### src/rtl/led_tick_counter.sv
// Pacing stage for the LED shift register: turns synchronised switches into a periodic
// one-cycle valid strobe with a selectable period and a run/hold control.
module led_tick_counter #(
    parameter int unsigned NB_SW        = 4,
    parameter int unsigned NB_COUNTER   = 32,
    parameter int unsigned COUNT_LIMIT0 = 1000000,
    parameter int unsigned COUNT_LIMIT1 = 2000000,
    parameter int unsigned COUNT_LIMIT2 = 4000000,
    parameter int unsigned COUNT_LIMIT3 = 8000000
) (
    input  logic             clock,
    input  logic             i_reset,
    input  logic [NB_SW-1:0] i_sw,
    output logic             o_valid,
    output logic             o_run,
    output logic             o_dir
);

    typedef enum logic {
        StIdle,
        StRun
    } state_t;

    state_t                  r_state;
    state_t                  w_state_next;
    logic [NB_SW-1:0]        r_sync;
    logic [NB_SW-1:0]        r_sw_s;
    logic [1:0]              r_sel_d;
    logic [NB_COUNTER-1:0]   r_counter;
    logic [NB_COUNTER-1:0]   w_counter_next;
    logic [NB_COUNTER-1:0]   w_limit;
    logic                    r_valid;
    logic                    w_valid_next;
    logic                    r_dir;
    logic                    w_enable;
    logic [1:0]              w_sel;

    assign w_enable = r_sw_s[0];
    assign w_sel    = r_sw_s[2:1];

    always_comb begin
        w_limit = NB_COUNTER'(COUNT_LIMIT0);
        case (w_sel)
            2'b00:   w_limit = NB_COUNTER'(COUNT_LIMIT0);
            2'b01:   w_limit = NB_COUNTER'(COUNT_LIMIT1);
            2'b10:   w_limit = NB_COUNTER'(COUNT_LIMIT2);
            default: w_limit = NB_COUNTER'(COUNT_LIMIT3);
        endcase
    end

    // Priority in RUN: disable, then period change, then terminal count.
    always_comb begin
        w_state_next   = r_state;
        w_counter_next = r_counter;
        w_valid_next   = 1'b0;
        case (r_state)
            StIdle: begin
                w_counter_next = '0;
                if (w_enable) begin
                    w_state_next = StRun;
                end
            end
            StRun: begin
                if (!w_enable) begin
                    w_state_next   = StIdle;
                    w_counter_next = '0;
                end else if (w_sel != r_sel_d) begin
                    w_counter_next = '0;
                end else if (r_counter == w_limit) begin
                    w_counter_next = '0;
                    w_valid_next   = 1'b1;
                end else begin
                    w_counter_next = r_counter + NB_COUNTER'(1);
                end
            end
            default: begin
                w_state_next   = StIdle;
                w_counter_next = '0;
            end
        endcase
    end

    always_ff @(posedge clock or negedge i_reset) begin
        if (!i_reset) begin
            r_sync    <= '0;
            r_sw_s    <= '0;
            r_sel_d   <= 2'b00;
            r_counter <= '0;
            r_valid   <= 1'b0;
            r_dir     <= 1'b0;
            r_state   <= StIdle;
        end else begin
            r_sync    <= i_sw;
            r_sw_s    <= r_sync;
            r_sel_d   <= w_sel;
            r_counter <= w_counter_next;
            r_valid   <= w_valid_next;
            r_dir     <= r_sw_s[3];
            r_state   <= w_state_next;
        end
    end

    assign o_valid = r_valid;
    assign o_run   = (r_state == StRun);
    assign o_dir   = r_dir;

endmodule

### config.mk
export PLATFORM = sky130hd
export DESIGN_NAME = led_tick_counter
export DESIGN_NICKNAME = d
export VERILOG_FILES = /design/src/rtl/led_tick_counter.sv
export SDC_FILE = /design/constraint.sdc
export NUM_CORES = 1
export LEC_CHECK = 0
export BUFFER_PORTS_ARGS = -buffer_cell sky130_fd_sc_hd__buf_2
export CORE_MARGIN = 3
export CORE_UTILIZATION = 45
export DETAILED_ROUTE_END_ITERATION = 8
export HOLD_SLACK_MARGIN = 0.12
export SETUP_SLACK_MARGIN = 0.3
export SYNTH_ARGS = -nofsm -noshare
export SYNTH_HDL_FRONTEND = slang
export SYNTH_SLANG_ARGS = --single-unit
### constraint.sdc
create_clock -name clock -period 2.65 [get_ports clock]
set_input_delay 0.265 -clock clock [delete_from_list [all_inputs] [get_ports clock]]
set_output_delay 0.265 -clock clock [all_outputs]
set_load 0.01 [all_outputs]
==> results of run 1 <==
## per-layer routing
| layer | up-vias | global-route usage | wire length, microns |
|---|---|---|---|
| met5 | - | 0 | 0 |
| li1 | 811 | - | - |
| met4 | 0 | 0.0616 | 70 |
| met3 | 8 | 0.0378 | 183 |
| met1 | 842 | 0.236 | 2320 |
| met2 | 35 | 0.277 | 2290 |
## final timing paths
path,start,endpoint,slack [ns],cells past startpoint
max in group asynchronous,i_reset,r_sw_s[2],1.84,1
setup / recovery,r_sw_s[2],r_counter[17],0.46,8
min in group clock,r_sync[0],r_sw_s[0],0.35,0
hold / removal,i_reset,r_sync[1],0.13,1
hold reg to reg,r_sync[0],r_sw_s[0],0.35,0
setup reg to reg,r_sw_s[2],r_counter[17],0.46,8
## cell usage in the layout (no fill, tap or decap), types with 2 or more instances in the layout
master,count
a21oi_1,2
and2_1,2
and3_1,6
and4_1,4
buf_2,8
buf_4,8
clkbuf_8,6
dfrtp_1,43
dfrtp_2,2
dlygate4sd3_1,4
ha_1,6
inv_1,7
nand2_1,12
nand3_1,8
nand4_1,11
nor2_1,14
nor3_1,29
nor4_1,10
nor4b_1,3
or4_1,2
xnor2_1,24
xor2_1,11
## power breakdown
group	total, mW	internal, mW	switching, mW
combinational	0.0523	0.0197	0.0326
sequential	0.702	0.696	0.00622
clock	0.538	0.307	0.231
total	1.29	1.02	0.270
## flip-flops by register name (all words and copies together) (netlist names)
signal,flops
o_dir,1
o_run,1
r_counter,32
r_sw_s,4
r_sel_d,2
r_sync,4
o_valid,1
## repair_timing
item	4_1_cts	5_1_grt
setup buffers	0	3
hold buffers	4	0
hold endpoints to repair	4	0
gates resized for setup	0	5
endpoints found under the setup margin	0	21
## stage by stage
stage / cells / worst slack (ns) / area [sq um] / hold slack, ns
finish: 302 / 0.464 / 2520 / 0.128
global route: 302 / 0.292 / 2520 / 0.208
CTS: 298 / 0.364 / 2490 / 0.159
detailed placement: 286 / 0.385 / 2330 / 0.336
global placement: 286 / 0.488 / 2330 / 0.332
floorplan: 217 / 0.622 / 2210 / -0.0306
## layout make-up
type / instances / area, sq um / area share
clock buffers: 6 / 82.6 / 0.0327
clock inverters: 2 / 37.5 / 0.0149
inverters: 7 / 26.3 / 0.0104
multi-input cells: 156 / 1020 / 0.404
flip-flops and latches: 45 / 1130 / 0.447
well taps: 65 / 81.3 / 0.0322
repair buffers: 21 / 148 / 0.0585
## worst register-to-register path: stages, from the launching register on
cell and delay, ns:
dfrtp_2 0.43, inv_1 0.08, ha_1 0.23, or4_1 0.48, o21ai_1 0.13, a31oi_1 0.06, nor4_2 0.30, clkbuf_4 0.29
nor3_1 0.07
## kinds of logic (layout without fill, tap and decap cells)
| kind of cell | after synthesis | after routing | share of synthesized area |
|---|---|---|---|
| adders and majority gates | 6 | 6 | 0.0339 |
| DFF | 45 | 45 | 0.509 |
| and+or+nand+nor | 107 | 107 | 0.267 |
| AOI/OAI and AO/OA | 8 | 8 | 0.0215 |
| xor gates and xnor gates | 35 | 35 | 0.138 |
| buffers and inverters | 16 | 36 | 0.0300 |
==> flow_summary.toml, run 1 <==
[clock_network]
clk_pin_slew_worst_paths_ns = 0.08
root_buffer = "clkbuf_8"
clockBufferDepth = 2
clkSinkCount = 45
cts_max_level = 2
cts_tree = "done"
cts_buffers = 5
clk_latency_ns = 0.30

[synthesis]
yosysUniqueCellTypes = 32
yosys-top-cells-area = "dfrtp_1, xnor2_1, nor3_1"
synth_commonest_cells = "dfrtp_1, nor3_1, xnor2_1"
ys_ff_latch = 45
synth_ff_type = "dfrtp_1"
syn_avg_cell_area_sq_um = 10.2
synth_edf_count = 0
syn_nets = 229
synth_largest_area_cell = "dfrtp_1"
synth-seq-area-share = 0.509
synth.yosys.warnings = 0
syn_inst = 217
synthesis.area_sq_um = 2210
ys_async_sr_fraction = 1.00
synth_top_area_share = 0.509
yosysMostFrequentCell = "dfrtp_1"

[final_layout]
nets = 248
fin_util = 0.557
layout-drive-gt1-share = 0.118
antenna_cells = 0
syn_to_final_growth_pct = 14.1
fillers = 398

[worst_setup_path]
cp_max_fo = 8
cp.buffers_inverters = 2
end_kind = "flop"
required_ns = 2.82
path_cells = "inv_1 > ha_1 > or4_1 > o21ai_1 > a31oi_1 > nor4_2 > clkbuf_4 > nor3_1"
path_delay_family = "simple AND/OR/NAND/NOR gates"
critical_path.max_stage_delay_ns = 0.48
critPathSlowestCell = "or4_1"
crit_arrival_ns = 2.36
cp-start-kind = "flop"
crit_type = "flop to flop"

[route]
ant_nets = 0
drc = 0
via_per_inst = 5.62
drtIter0Drc = 129
via_count = 1696
wl_mm = 4.86
first_pass_iters = 4
wire_per_inst_microns = 16.1

[timing]
clock.fmax_mhz = 457
rsz0062_at_grt = "no"
drv_slew = 0
fin_crit_ns = 2.19
fin_crit_sh = 0.825
relSlewSlack = 0.340
finalHoldViolCount = 0
tightest_slew_ns = 0.991
clock_skew_ns = 0.00626
finalSetupTns_ns = 0
finalSetupViolCount = 0

[global_route]
first_global_vias = 1681
grt_antenna_before_repair = 0
grt_first_pass_wirelength_mm = 8.15
grt_overflow = 0
grt_max_degree = 46
track_usage = 0.174

[power_and_ir_drop]
p_leak_nw = 0.990
power.total_mw = 1.29
vdd_drop_max_v = 0.000355
p_per_area_nw_per_um2 = 512

[floorplanning]
dieArea_sq_um = 5800
start_util = 0.488
io_pins = 9
die_y_microns = 76.1
core_area_sq_um = 4530
row_count = 24
fp.dieW_microns = 76.1

[placed_design]
io_buffers = 8
gp_congestion = 0.843
hpwlAfterDp_mm = 3.24

[min_path]
hold_class = "primary input to async pin"

[flow_run]
drv_cap = 0

[status]
outcome = "completed"
No activity file was read; power rests on OpenSTA's default activity.
==> run 2, diff against run 1 <==
clock period = 2.1 ns   (was 2.65 ns; I/O delays follow)
==> flow_summary.toml, run 2 (synthesized netlist as in run 1, its figures left out) <==
[timing]
rsz0062_at_grt = "yes"
fin_crit_ns = 2.05
clock.fmax_mhz = 487
tightest_slew_ns = 0.578
finalHoldViolCount = 0
relSlewSlack = 0.615
setup_ws_ns = 0.0477
fin_crit_sh = 0.977
drv_slew = 0
clock_skew_ns = 0.0127
finalSetupViolCount = 0

[worst_setup_path]
cp_max_fo = 7
path_cells = "inv_4 > ha_4 > or4_4 > o21ai_2 > a31oi_2 > nor4_4 > buf_4 > buf_6 > nor3_1"
end_kind = "flop"
critPathSlowestCell = "or4_4"
critical_path.max_stage_delay_ns = 0.48
crit_type = "flop to flop"
crit_arrival_ns = 2.22
required_ns = 2.27
cp-start-kind = "flop"

[power_and_ir_drop]
p_leak_nw = 1.10
p_per_area_nw_per_um2 = 581
vdd_drop_max_v = 0.000407

[final_layout]
antenna_cells = 0
layout-drive-gt1-share = 0.299
syn_to_final_growth_pct = 28.5
register_area_sq_um = 1130
top_regs = "r_counter (32), r_sw_s (4), r_sync (4)"
largest_register_ffs = 32
regMostFlops = "r_counter"
layout_common_cells = "dfrtp_1, nor3_1, xnor2_1"
fin_area_sq_um = 2850
fillers = 350
layout_commonest_cell = "dfrtp_1"
fin_util = 0.627
nets = 265
multiInputGateArea_sq_um = 1180
instances_no_fill = 319

[route]
drc = 0
wl_mm = 5.12
wire_per_inst_microns = 16.0
first_pass_iters = 4
via_per_inst = 5.53
via_count = 1763
drtIter0Drc = 121
ant_nets = 0

[clock_network]
clk_latency_ns = 0.31
clk_pin_slew_worst_paths_ns = 0.09
cts_buffers = 5
clockBufferDepth = 2
cts_tree = "done"
cts_max_level = 2
root_buffer = "clkbuf_8"
clkSinkCount = 45

[placed_design]
place_area_sq_um = 2360
hpwlAfterDp_mm = 3.30
dp_cells = 290
gp_congestion = 0.895
io_buffers = 8
dp_slack_ns = 0.0384

[global_route]
track_usage = 0.186
grt_max_degree = 34
first_global_vias = 1730
grt_antenna_before_repair = 0
grt_first_pass_wirelength_mm = 8.63
grt_overflow = 0

[floorplanning]
fp.dieW_microns = 76.1
die_y_microns = 76.1
dieArea_sq_um = 5800
core_area_sq_um = 4530
io_pins = 9
row_count = 24
start_util = 0.488

[status]
outcome = "completed"

[min_path]
hold_class = "flop to flop"

[flow_run]
drv_cap = 0
==> run 2: cell count changes in the layout (fill, tap and decap cells not counted), moves of 4 or more <==
cell	delta
buf_4	+11
buf_6	+6
dfrtp_1	-5
dfrtp_2	+5
ha_1	-4
ha_4	+4
nor3_1	-5
nor3_2	+5
nor4_1	-6
nor4_2	+5
==> run 2: layer usage <==
layer  share of wire  vias to the layer above  GRT usage
li1                -                      845          -
met1            0.47                      878      0.261
met2            0.48                       33      0.282
met3           0.033                        7     0.0366
met4           0.014                        0     0.0797
met5               0                        -          0
==> run 2: what timing repair did <==
| item | 4_1_cts | 5_1_grt |
|---|---|---|
| hold buffers | 5 | 0 |
| cloned | 1 | 0 |
| buffers inserted | 7 | 8 |
| gates resized for setup | 19 | 30 |
| pin swaps | 3 | 2 |
| endpoints found under the setup margin | 28 | 29 |
| endpoints found under the hold margin | 28 | 0 |
==> run 2: path summary, 6_finish.rpt <==
check                           startpoint            end  slack [ns]  cells past startpoint
max in group asynchronous          i_reset  r_counter[23]        1.06                      3
worst max-delay path             r_sw_s[2]  r_counter[22]        0.05                      9
min in group asynchronous          i_reset  r_counter[21]        0.44                      2
worst min register to register   r_sync[1]      r_sw_s[1]        0.36                      0
worst max register to register   r_sw_s[2]  r_counter[22]        0.05                      9
worst min-delay path             r_sync[1]      r_sw_s[1]        0.36                      0
==> run 2: report_power, final <==
| group | total (mW) | switching [mW] | leakage, nW | internal, mW |
|---|---|---|---|---|
| registers | 0.885 | 0.00723 | 0.590 | 0.878 |
| logic | 0.100 | 0.0537 | 0.454 | 0.0463 |
| clock network | 0.668 | 0.312 | 0.0543 | 0.356 |
| total | 1.65 | 0.373 | 1.10 | 1.28 |
==> run 2: cell type report <==
cell class | instances | share of cell area
Clock buffer | 5 | 0.0242
Clock inverter | 3 | 0.0163
Inverter | 7 | 0.0101
Multi-Input combinational cell | 156 | 0.416
Sequential cell | 45 | 0.399
Tap cell | 65 | 0.0286
Timing Repair Buffer | 38 | 0.106
==> run 2: metrics by stage <==
stage          setup TNS (ns)  hold slack, ns  power, mW
2_1_floorplan               0         -0.0856      0.933
3_3_place_gp                0           0.215      0.967
3_5_place_dp                0           0.235      0.971
4_1_cts                     0           0.359       1.65
5_1_grt                -0.349           0.366       1.72
6_report                    0           0.360       1.65
==> run 2: critical path, delay by kind of cell (launching register included) <==
kind                     cells  cell delay [ns]
flip-flops                   1             0.45
AND/OR/NAND/NOR              3             0.71
adder cells (fa/ha/maj)      1             0.17
AO/OA/AOI/OAI                2             0.22
buffers and inverters        3             0.35
